==> src/rtl/vga_text_pkg.sv <==
// ============================================================================
// Module  : vga_text_pkg
// Brief   : Shared text-screen geometry, address layout and arbiter states.
// Revision: 1.0 - initial release
// ============================================================================
`default_nettype none

package vga_text_pkg;

  localparam int unsigned c_maxcol_default = 79;
  localparam int unsigned c_maxlin_default = 29;

  typedef struct packed {
    logic       rsvd;
    logic [4:0] lin;
    logic [6:0] col;
  } text_addr_t;

  typedef enum logic [1:0] {
    ST_IDLE  = 2'd0,
    ST_CLEAR = 2'd1,
    ST_DONE  = 2'd2
  } arb_state_t;

  function automatic logic addr_in_bounds(input text_addr_t a,
                                          input logic [6:0] maxcol,
                                          input logic [4:0] maxlin);
    return !a.rsvd && (a.col <= maxcol) && (a.lin <= maxlin);
  endfunction

endpackage

`default_nettype wire

==> src/rtl/vram_clear_seq.sv <==
// ============================================================================
// Module  : vram_clear_seq
// Brief   : Raster-order line/column counter driving the screen clear.
// Revision: 1.0 - initial release
// ============================================================================
`default_nettype none

module vram_clear_seq
  import vga_text_pkg::*;
#(
  parameter int unsigned MAXCOL = c_maxcol_default,
  parameter int unsigned MAXLIN = c_maxlin_default
) (
  input  logic       i_clk,
  input  logic       i_rst_n,
  input  logic       i_start,
  input  logic       i_step,
  output logic [4:0] o_lin,
  output logic [6:0] o_col,
  output logic       o_last
);

  localparam logic [6:0] c_col_last = 7'(MAXCOL);
  localparam logic [4:0] c_lin_last = 5'(MAXLIN);

  logic [4:0] r_lin;
  logic [6:0] r_col;

  always_ff @(posedge i_clk or negedge i_rst_n) begin
    if (!i_rst_n) begin
      r_lin <= 5'd0;
      r_col <= 7'd0;
    end else if (i_start) begin
      r_lin <= 5'd0;
      r_col <= 7'd0;
    end else if (i_step) begin
      if (r_col == c_col_last) begin
        r_col <= 7'd0;
        r_lin <= (r_lin == c_lin_last) ? 5'd0 : r_lin + 5'd1;
      end else begin
        r_col <= r_col + 7'd1;
      end
    end
  end

  assign o_lin  = r_lin;
  assign o_col  = r_col;
  assign o_last = (r_lin == c_lin_last) && (r_col == c_col_last);

endmodule

`default_nettype wire

==> src/rtl/vram_write_arbiter.sv <==
// ============================================================================
// Module  : vram_write_arbiter
// Brief   : Round-robin arbiter for two VRAM writers plus a full-screen clear.
//           Optional: VRAM_ARB_BOUNDS_CHECK_EN drops out-of-screen requests.
// Revision: 1.0 - initial release
// ============================================================================
`default_nettype none

module vram_write_arbiter
  import vga_text_pkg::*;
#(
  parameter logic [7:0]  CLEAR_CHAR = 8'h20,
  parameter int unsigned MAXCOL     = c_maxcol_default,
  parameter int unsigned MAXLIN     = c_maxlin_default
) (
  input  logic        i_clk,
  input  logic        i_rst_n,
  input  logic        i_t_valid,
  input  logic [12:0] i_t_addr,
  input  logic [7:0]  i_t_data,
  output logic        o_t_ready,
  input  logic        i_s_valid,
  input  logic [12:0] i_s_addr,
  input  logic [7:0]  i_s_data,
  output logic        o_s_ready,
  input  logic        i_clear,
  output logic [12:0] o_address,
  output logic [7:0]  o_data,
  output logic        o_we,
  output logic        o_busy,
  output logic        o_clear_done
);

  arb_state_t  r_state;
  arb_state_t  w_state_nxt;
  logic        r_prio_s;
  logic        w_t_grant;
  logic        w_s_grant;
  logic        w_start;
  logic        w_step;
  logic        w_clear_wr;
  logic        w_t_ok;
  logic        w_s_ok;
  logic [4:0]  w_lin;
  logic [6:0]  w_col;
  logic        w_last;
  text_addr_t  w_clr_addr;
  logic [12:0] r_address;
  logic [7:0]  r_data;
  logic        r_we;

  vram_clear_seq #(
    .MAXCOL (MAXCOL),
    .MAXLIN (MAXLIN)
  ) u_clear_seq (
    .i_clk   (i_clk),
    .i_rst_n (i_rst_n),
    .i_start (w_start),
    .i_step  (w_step),
    .o_lin   (w_lin),
    .o_col   (w_col),
    .o_last  (w_last)
  );

`ifdef VRAM_ARB_BOUNDS_CHECK_EN
  assign w_t_ok = addr_in_bounds(text_addr_t'(i_t_addr), 7'(MAXCOL), 5'(MAXLIN));
  assign w_s_ok = addr_in_bounds(text_addr_t'(i_s_addr), 7'(MAXCOL), 5'(MAXLIN));
`else
  assign w_t_ok = 1'b1;
  assign w_s_ok = 1'b1;
`endif

  always_ff @(posedge i_clk or negedge i_rst_n) begin
    if (!i_rst_n) begin
      r_state <= ST_IDLE;
    end else begin
      r_state <= w_state_nxt;
    end
  end

  // A clear request pre-empts any request presented in the same cycle.
  always_comb begin
    w_state_nxt = r_state;
    w_t_grant   = 1'b0;
    w_s_grant   = 1'b0;
    w_start     = 1'b0;
    w_step      = 1'b0;
    w_clear_wr  = 1'b0;
    case (r_state)
      ST_IDLE: begin
        if (i_clear) begin
          w_state_nxt = ST_CLEAR;
          w_start     = 1'b1;
        end else if (i_t_valid && (!i_s_valid || !r_prio_s)) begin
          w_t_grant = 1'b1;
        end else if (i_s_valid) begin
          w_s_grant = 1'b1;
        end
      end
      ST_CLEAR: begin
        w_step     = 1'b1;
        w_clear_wr = 1'b1;
        if (w_last) begin
          w_state_nxt = ST_DONE;
        end
      end
      ST_DONE:  w_state_nxt = ST_IDLE;
      default:  w_state_nxt = ST_IDLE;
    endcase
  end

  // r_prio_s set means the status writer wins the next tie.
  always_ff @(posedge i_clk or negedge i_rst_n) begin
    if (!i_rst_n) begin
      r_prio_s <= 1'b0;
    end else if (w_t_grant) begin
      r_prio_s <= 1'b1;
    end else if (w_s_grant) begin
      r_prio_s <= 1'b0;
    end
  end

  assign w_clr_addr = '{rsvd: 1'b0, lin: w_lin, col: w_col};

  always_ff @(posedge i_clk or negedge i_rst_n) begin
    if (!i_rst_n) begin
      r_we      <= 1'b0;
      r_address <= 13'd0;
      r_data    <= 8'd0;
    end else begin
      r_we <= 1'b0;
      if (w_clear_wr) begin
        r_we      <= 1'b1;
        r_address <= w_clr_addr;
        r_data    <= CLEAR_CHAR;
      end else if (w_t_grant && w_t_ok) begin
        r_we      <= 1'b1;
        r_address <= i_t_addr;
        r_data    <= i_t_data;
      end else if (w_s_grant && w_s_ok) begin
        r_we      <= 1'b1;
        r_address <= i_s_addr;
        r_data    <= i_s_data;
      end
    end
  end

  assign o_t_ready    = w_t_grant;
  assign o_s_ready    = w_s_grant;
  assign o_we         = r_we;
  assign o_address    = r_address;
  assign o_data       = r_data;
  assign o_busy       = (r_state != ST_IDLE);
  assign o_clear_done = (r_state == ST_DONE);

endmodule

`default_nettype wire

==> config.mk <==
export PLATFORM = sky130hd
export DESIGN_NAME = vram_write_arbiter
export DESIGN_NICKNAME = d
export VERILOG_FILES = /design/src/rtl/vga_text_pkg.sv /design/src/rtl/vram_clear_seq.sv /design/src/rtl/vram_write_arbiter.sv
export SDC_FILE = /design/constraint.sdc
export NUM_CORES = 1
export LEC_CHECK = 0
export ABC_AREA = 1
export CAP_MARGIN = 20
export CORE_MARGIN = 2
export CORE_UTILIZATION = 46
export CTS_BUF_LIST = sky130_fd_sc_hd__clkbuf_8 sky130_fd_sc_hd__clkbuf_16
export CTS_CLUSTER_SIZE = 16
export DETAILED_ROUTE_END_ITERATION = 6
export PLACE_DENSITY = 0.81
export SLEW_MARGIN = 20
export SYNTH_ARGS = -nofsm -noshare
export SYNTH_HDL_FRONTEND = slang
export SYNTH_SLANG_ARGS = --single-unit
==> constraint.sdc <==
create_clock -name i_clk -period 1.8 [get_ports i_clk]
set_input_delay 0.45 -clock i_clk [delete_from_list [all_inputs] [get_ports i_clk]]
set_output_delay 0.45 -clock i_clk [all_outputs]
set_load 0.01 [all_outputs]
* Yosys cells after proc, flatten, opt, wreduce, memory -nomap -nowiden
Index checks and enable logic that the tools add are counted.
** Storage, ports and cells
- Output and inout port bits :: 26
- Input bits :: 47
- Register bits :: 37
** Cells by class
- Add/subtract/negate cells :: 2
- Reductions and logical operators :: 13
- Multiplexer cells :: 31
- Eq/ne operators :: 6
** Operators by type and width (count)
- 13-bit 2-to-1 mux :: 3
- 8-bit 2-to-1 mux :: 3
- 7-bit 2-to-1 mux :: 3
- 5-bit 2-to-1 mux :: 4
- 1-bit 2-to-1 mux :: 15
- 2-bit nonzero test :: 4
- 7-bit by 1-bit adder with 7-bit output, second input constant :: 1
- 7-bit equality test, second input constant :: 1
- 5-bit by 1-bit adder with 5-bit output, second input constant :: 1
- 5-bit equality test, second input constant :: 1
- 2-bit 2-to-1 mux :: 2
- 2-bit case mux with 2 select lines :: 1
- 2-bit AND reduction :: 2
- 3-bit nonzero test :: 1
- 2-bit by 1-bit equality test with 1-bit output, second input constant :: 1
- 2-bit equality test, second input constant :: 1
- 1-bit logical AND :: 2
- 1-bit zero test :: 2
- 2-bit zero test :: 1
- 2-bit by 1-bit != test with 1-bit output, second input constant :: 1
- 2-bit != test, second input constant :: 1
- 1-bit logical OR :: 1

* Longest topological paths before layout
- Depth after elaboration :: 9
- Gate-level depth with buffers :: 8
- Mapped depth without buffers :: 8

* By module
A second synthesis with hierarchy kept.
** Second synthesis, totals
- Cells, all modules :: 326
- Area, all modules :: 2278.4 µm²
** By module, submodules not included
- vram_write_arbiter :: times used 1, area an instance 1511.4 µm², seq. area each 625.6 µm², cells each 221
- vram_clear_seq :: times used 1, area an instance 767.0 µm², seq. area each 300.3 µm², cells each 105

* Worst setup path before layout
OpenSTA, ideal clock, no wires.
- Kind :: register to output
- Start point :: register r_state[0]
- End point :: output port o_s_ready
- Arrival time :: 1.072 ns
- Buffers on the path :: 1
- Required time :: 1.350 ns
- Cell stages (with the launch flop) :: 5
- Path slack :: 0.278 ns
- Cell sequence :: dfrtp_1 > nor2_2 > nand3_1 > buf_2 > nor2_1
** Between the ends
- Cells in the longest elaborated chain, start to end :: 2
** Ends and longest elaborated chain
- start: declaration :: RTL line vram_write_arbiter.sv:34 : arb_state_t r_state;
- start signal: assignment :: RTL line vram_write_arbiter.sv:77 : r_state <= w_state_nxt;
- 2-bit zero test :: RTL line vram_write_arbiter.sv:89 : case (r_state)
- 1-bit 2-to-1 mux :: RTL line vram_write_arbiter.sv:89
- end: declaration :: RTL line vram_write_arbiter.sv:25 : output logic o_s_ready,
Every way passes these cells.

* Worst setup path in the final report
- Start point :: register r_state[1]
- End point :: output port o_t_ready
** Between the ends
- Cells in the longest elaborated chain, start to end :: 2
** Ends and longest elaborated chain
- 2-bit zero test :: RTL line vram_write_arbiter.sv:89
- 1-bit 2-to-1 mux :: RTL line vram_write_arbiter.sv:89
- end: declaration :: RTL line vram_write_arbiter.sv:21 : output logic o_t_ready,
Every way passes these cells.

==> impl_metrics.tcl <==
set metrics [dict create \
    slew-limit-headroom 0.735 \
    yosys.area.top_type "dfrtp_1" \
    n_antenna_cell 0 \
    synth_cell_type_count 22 \
    cts-buffers-inserted 5 \
    worstPathMaxFanout 3 \
    cpMostUsedCell "nor2_2" \
    leakagePower_nw 1.70 \
    dp_slack_ns -0.464 \
    switching_share 0.330 \
    hpwl_um 4360 \
    required_ns 1.35 \
    cts_hold_buf 0 \
    multi_input_area_sq_um 973 \
    antenna_found_initial 0 \
    synthArstFlopShare 1.00 \
    die_area_sq_um 5290 \
    post-route-drc-count 0 \
    reg2reg_slack_ns 0.27 \
    insertion_delay_ns 0.30 \
    min_period_ns 1.73 \
    post_cts_buffers 0 \
    r2r_cells 8 \
    worst_path_max_delay_cell "dfrtp_1" \
    gp_congestion 0.914 \
    worst_pin_slew_ns 0.398 \
    seq_power_share 0.455 \
    timing.final.ws_setup_ns 0.0704 \
    grt_pass1_vias 2215 \
    fin_tns_setup_ns 0 \
    slew_viol_final 0 \
    cts_max_path_buffers 2 \
    yosys_warnings 0 \
    cts_sinks 37 \
    first_iter_violations 121 \
    routed_wirelength_um 5790 \
    fp.dieW_um 72.7 \
    track_usage 0.238 \
    yosys_most_used_dff "dfrtp_1" \
    synth.top_cell.area_share 0.426 \
    slowest_delay_ns 0.40 \
    cellPowerDensity_nw_per_um2 878 \
    syn_area_per_cell_sq_um 6.81 \
    pin_count 73 \
    crit_path_end_kind "output pin" \
    clock_power_share 0.231 \
    crit_buf_inv 1 \
    synth_area_leaders "dfrtp_1, nand2_1, nand3_1, inv_1, nand4_1" \
    crit_chain "nor2_2 > nand2_1 > nor2_2 > buf_2" \
    register_area_sq_um 926 \
    combPwrFrac 0.314 \
    syn-cell-area_sq_um 2170 \
    dr.pass1.iters 4 \
    ant_nets 0 \
    timing.rr.end "o_address[4]" \
    fin_worst_skew_ns 0.00356 \
    cts_root_buffer "clkbuf_8" \
    hp-class "input pin to asynchronous set/reset pin" \
    synth_seq_area_share 0.426 \
    die_y_um 72.7 \
    synth_edf_count 0 \
    outcome "complete, no violations" \
    synthesis.nets 369 \
    max_freq_mhz 578 \
    rows 25 \
    io_buffer_count 72 \
    mostFrequentLayoutCells "nand2_1, clkdlybuf4s50_1, inv_1" \
    worstSetupStartpointType "flip-flop" \
    drive_gt1_frac 0.108 \
    peakVddDrop_uv 698 \
    layout.nets 458 \
    grt_start_max_net_pins 38 \
    rsz0062_at_grt "no" \
    clk_pin_slew_ns 0.07 \
    reg2reg_from "r_state[1]" \
    period_share 0.961 \
    coreArea_sq_um 4630 \
    via_count 2279 \
    p_int_mw 1.87 \
    grt-ovfl-total 0 \
    cts_max_level 2 \
    final_common_cell "nand2_1" \
    via_per_inst 4.92 \
    cp.arrival_ns 1.28 \
    ys_ff_latch 37 \
    grt_pass1_wl_um 9840 \
    area_growth_pct 46.3 \
    hold_viol 0 \
    critPathTopFamily "simple AND/OR/NAND/NOR gates" \
    initial_core_util 0.469 \
    tritoncts "done" \
    p_sw_mw 0.921 \
    setup_violations 0 \
    netlist_instances 319 \
    fillers 386 \
    path_class "flip-flop to output pin" \
    drv_cap 0 \
    wl_per_cell_um 12.5 \
]
-- cells in the mapped netlist (2+ instances only) --
| master | count |
|---|---|
| ha_1 | 3 |
| dfrtp_1 | 37 |
| buf_4 | 3 |
| inv_2 | 2 |
| nand3_1 | 45 |
| nor2_1 | 17 |
| inv_1 | 57 |
| o21ai_0 | 3 |
| nor3_1 | 2 |
| buf_2 | 6 |
| clkbuf_1 | 2 |
| nor2_2 | 3 |
| nand2_2 | 2 |
| nand2_1 | 113 |
| nand4_1 | 17 |
-- sequential cells by signal, summed over array words and instances, names as in the netlist --
register / count
u_clear_seq.o_col: 7
o_we: 1
r_state: 2
o_data: 8
o_address: 13
r_prio_s: 1
u_clear_seq.o_lin: 5
-- worst max-delay path by stage --
stage | startpoint | end | slack [ns] | cells past startpoint
2_1_floorplan | r_state[0] | o_s_ready | 0.28 | 4
3_5_place_dp | i_s_valid | o_s_ready | -0.46 | 6
4_1_cts | i_s_valid | o_s_ready | -0.03 | 6
3_3_place_gp | i_s_valid | o_s_ready | -0.43 | 6
6_report | r_state[1] | o_t_ready | 0.07 | 4
5_1_grt | r_state[1] | o_t_ready | 0.03 | 4
-- final cells by class --
| cell class | count | share of cell area |
|---|---|---|
| sequential | 37 | 0.291 |
| timing repair buffer | 93 | 0.280 |
| clock inverter | 1 | 0.00157 |
| multi-input combinational | 212 | 0.306 |
| inverter | 59 | 0.0696 |
| tap | 54 | 0.0212 |
| clock buffer | 7 | 0.0303 |
-- power groups by stage --
stage	Sequential, mW	Combinational, mW	Clock, mW
5_1_grt	1.31	0.981	0.684
2_1_floorplan	1.27	0.416	0
3_5_place_dp	1.28	0.877	0
6_report	1.27	0.878	0.646
3_3_place_gp	1.27	0.850	0
4_1_cts	1.26	0.888	0.660
-- cell families after synthesis --
kind of cell	after synthesis	share of synthesized area
adder cells (fa/ha/maj)	3	0.0173
flip-flops	37	0.426
XOR/XNOR	1	0.00403
AND/OR/NAND/NOR	200	0.400
buffers and inverters	70	0.130
AO/OA/AOI/OAI	8	0.0236
-- per-stage QoR --
step | instances | instance area [sq um] | util | power (mW) | hold slack (ns)
5_1_grt | 463 | 3180 | 0.687 | 2.98 | 0.119
2_1_floorplan | 319 | 2170 | - | 1.69 | 0.154
3_5_place_dp | 455 | 3080 | 0.665 | 2.15 | 0.429
3_3_place_gp | 455 | 3080 | 0.665 | 2.12 | 0.436
4_1_cts | 463 | 3170 | 0.685 | 2.81 | 0.110
6_report | 463 | 3180 | 0.687 | 2.79 | 0.100
-- repair_timing --
item,in CTS,in global routing
endpoints found under the setup margin,4,1
resized for setup,12,4
pin swaps,0,2
hold endpoints to repair,0,0
-- metal layers --
layer / wire, um / track usage
met5: 0 / 0
met2: 2710 / 0.401
met1: 2590 / 0.308
met3: 409 / 0.0387
met4: 90 / 0.0885
No activity file was read; power rests on OpenSTA's default activity.
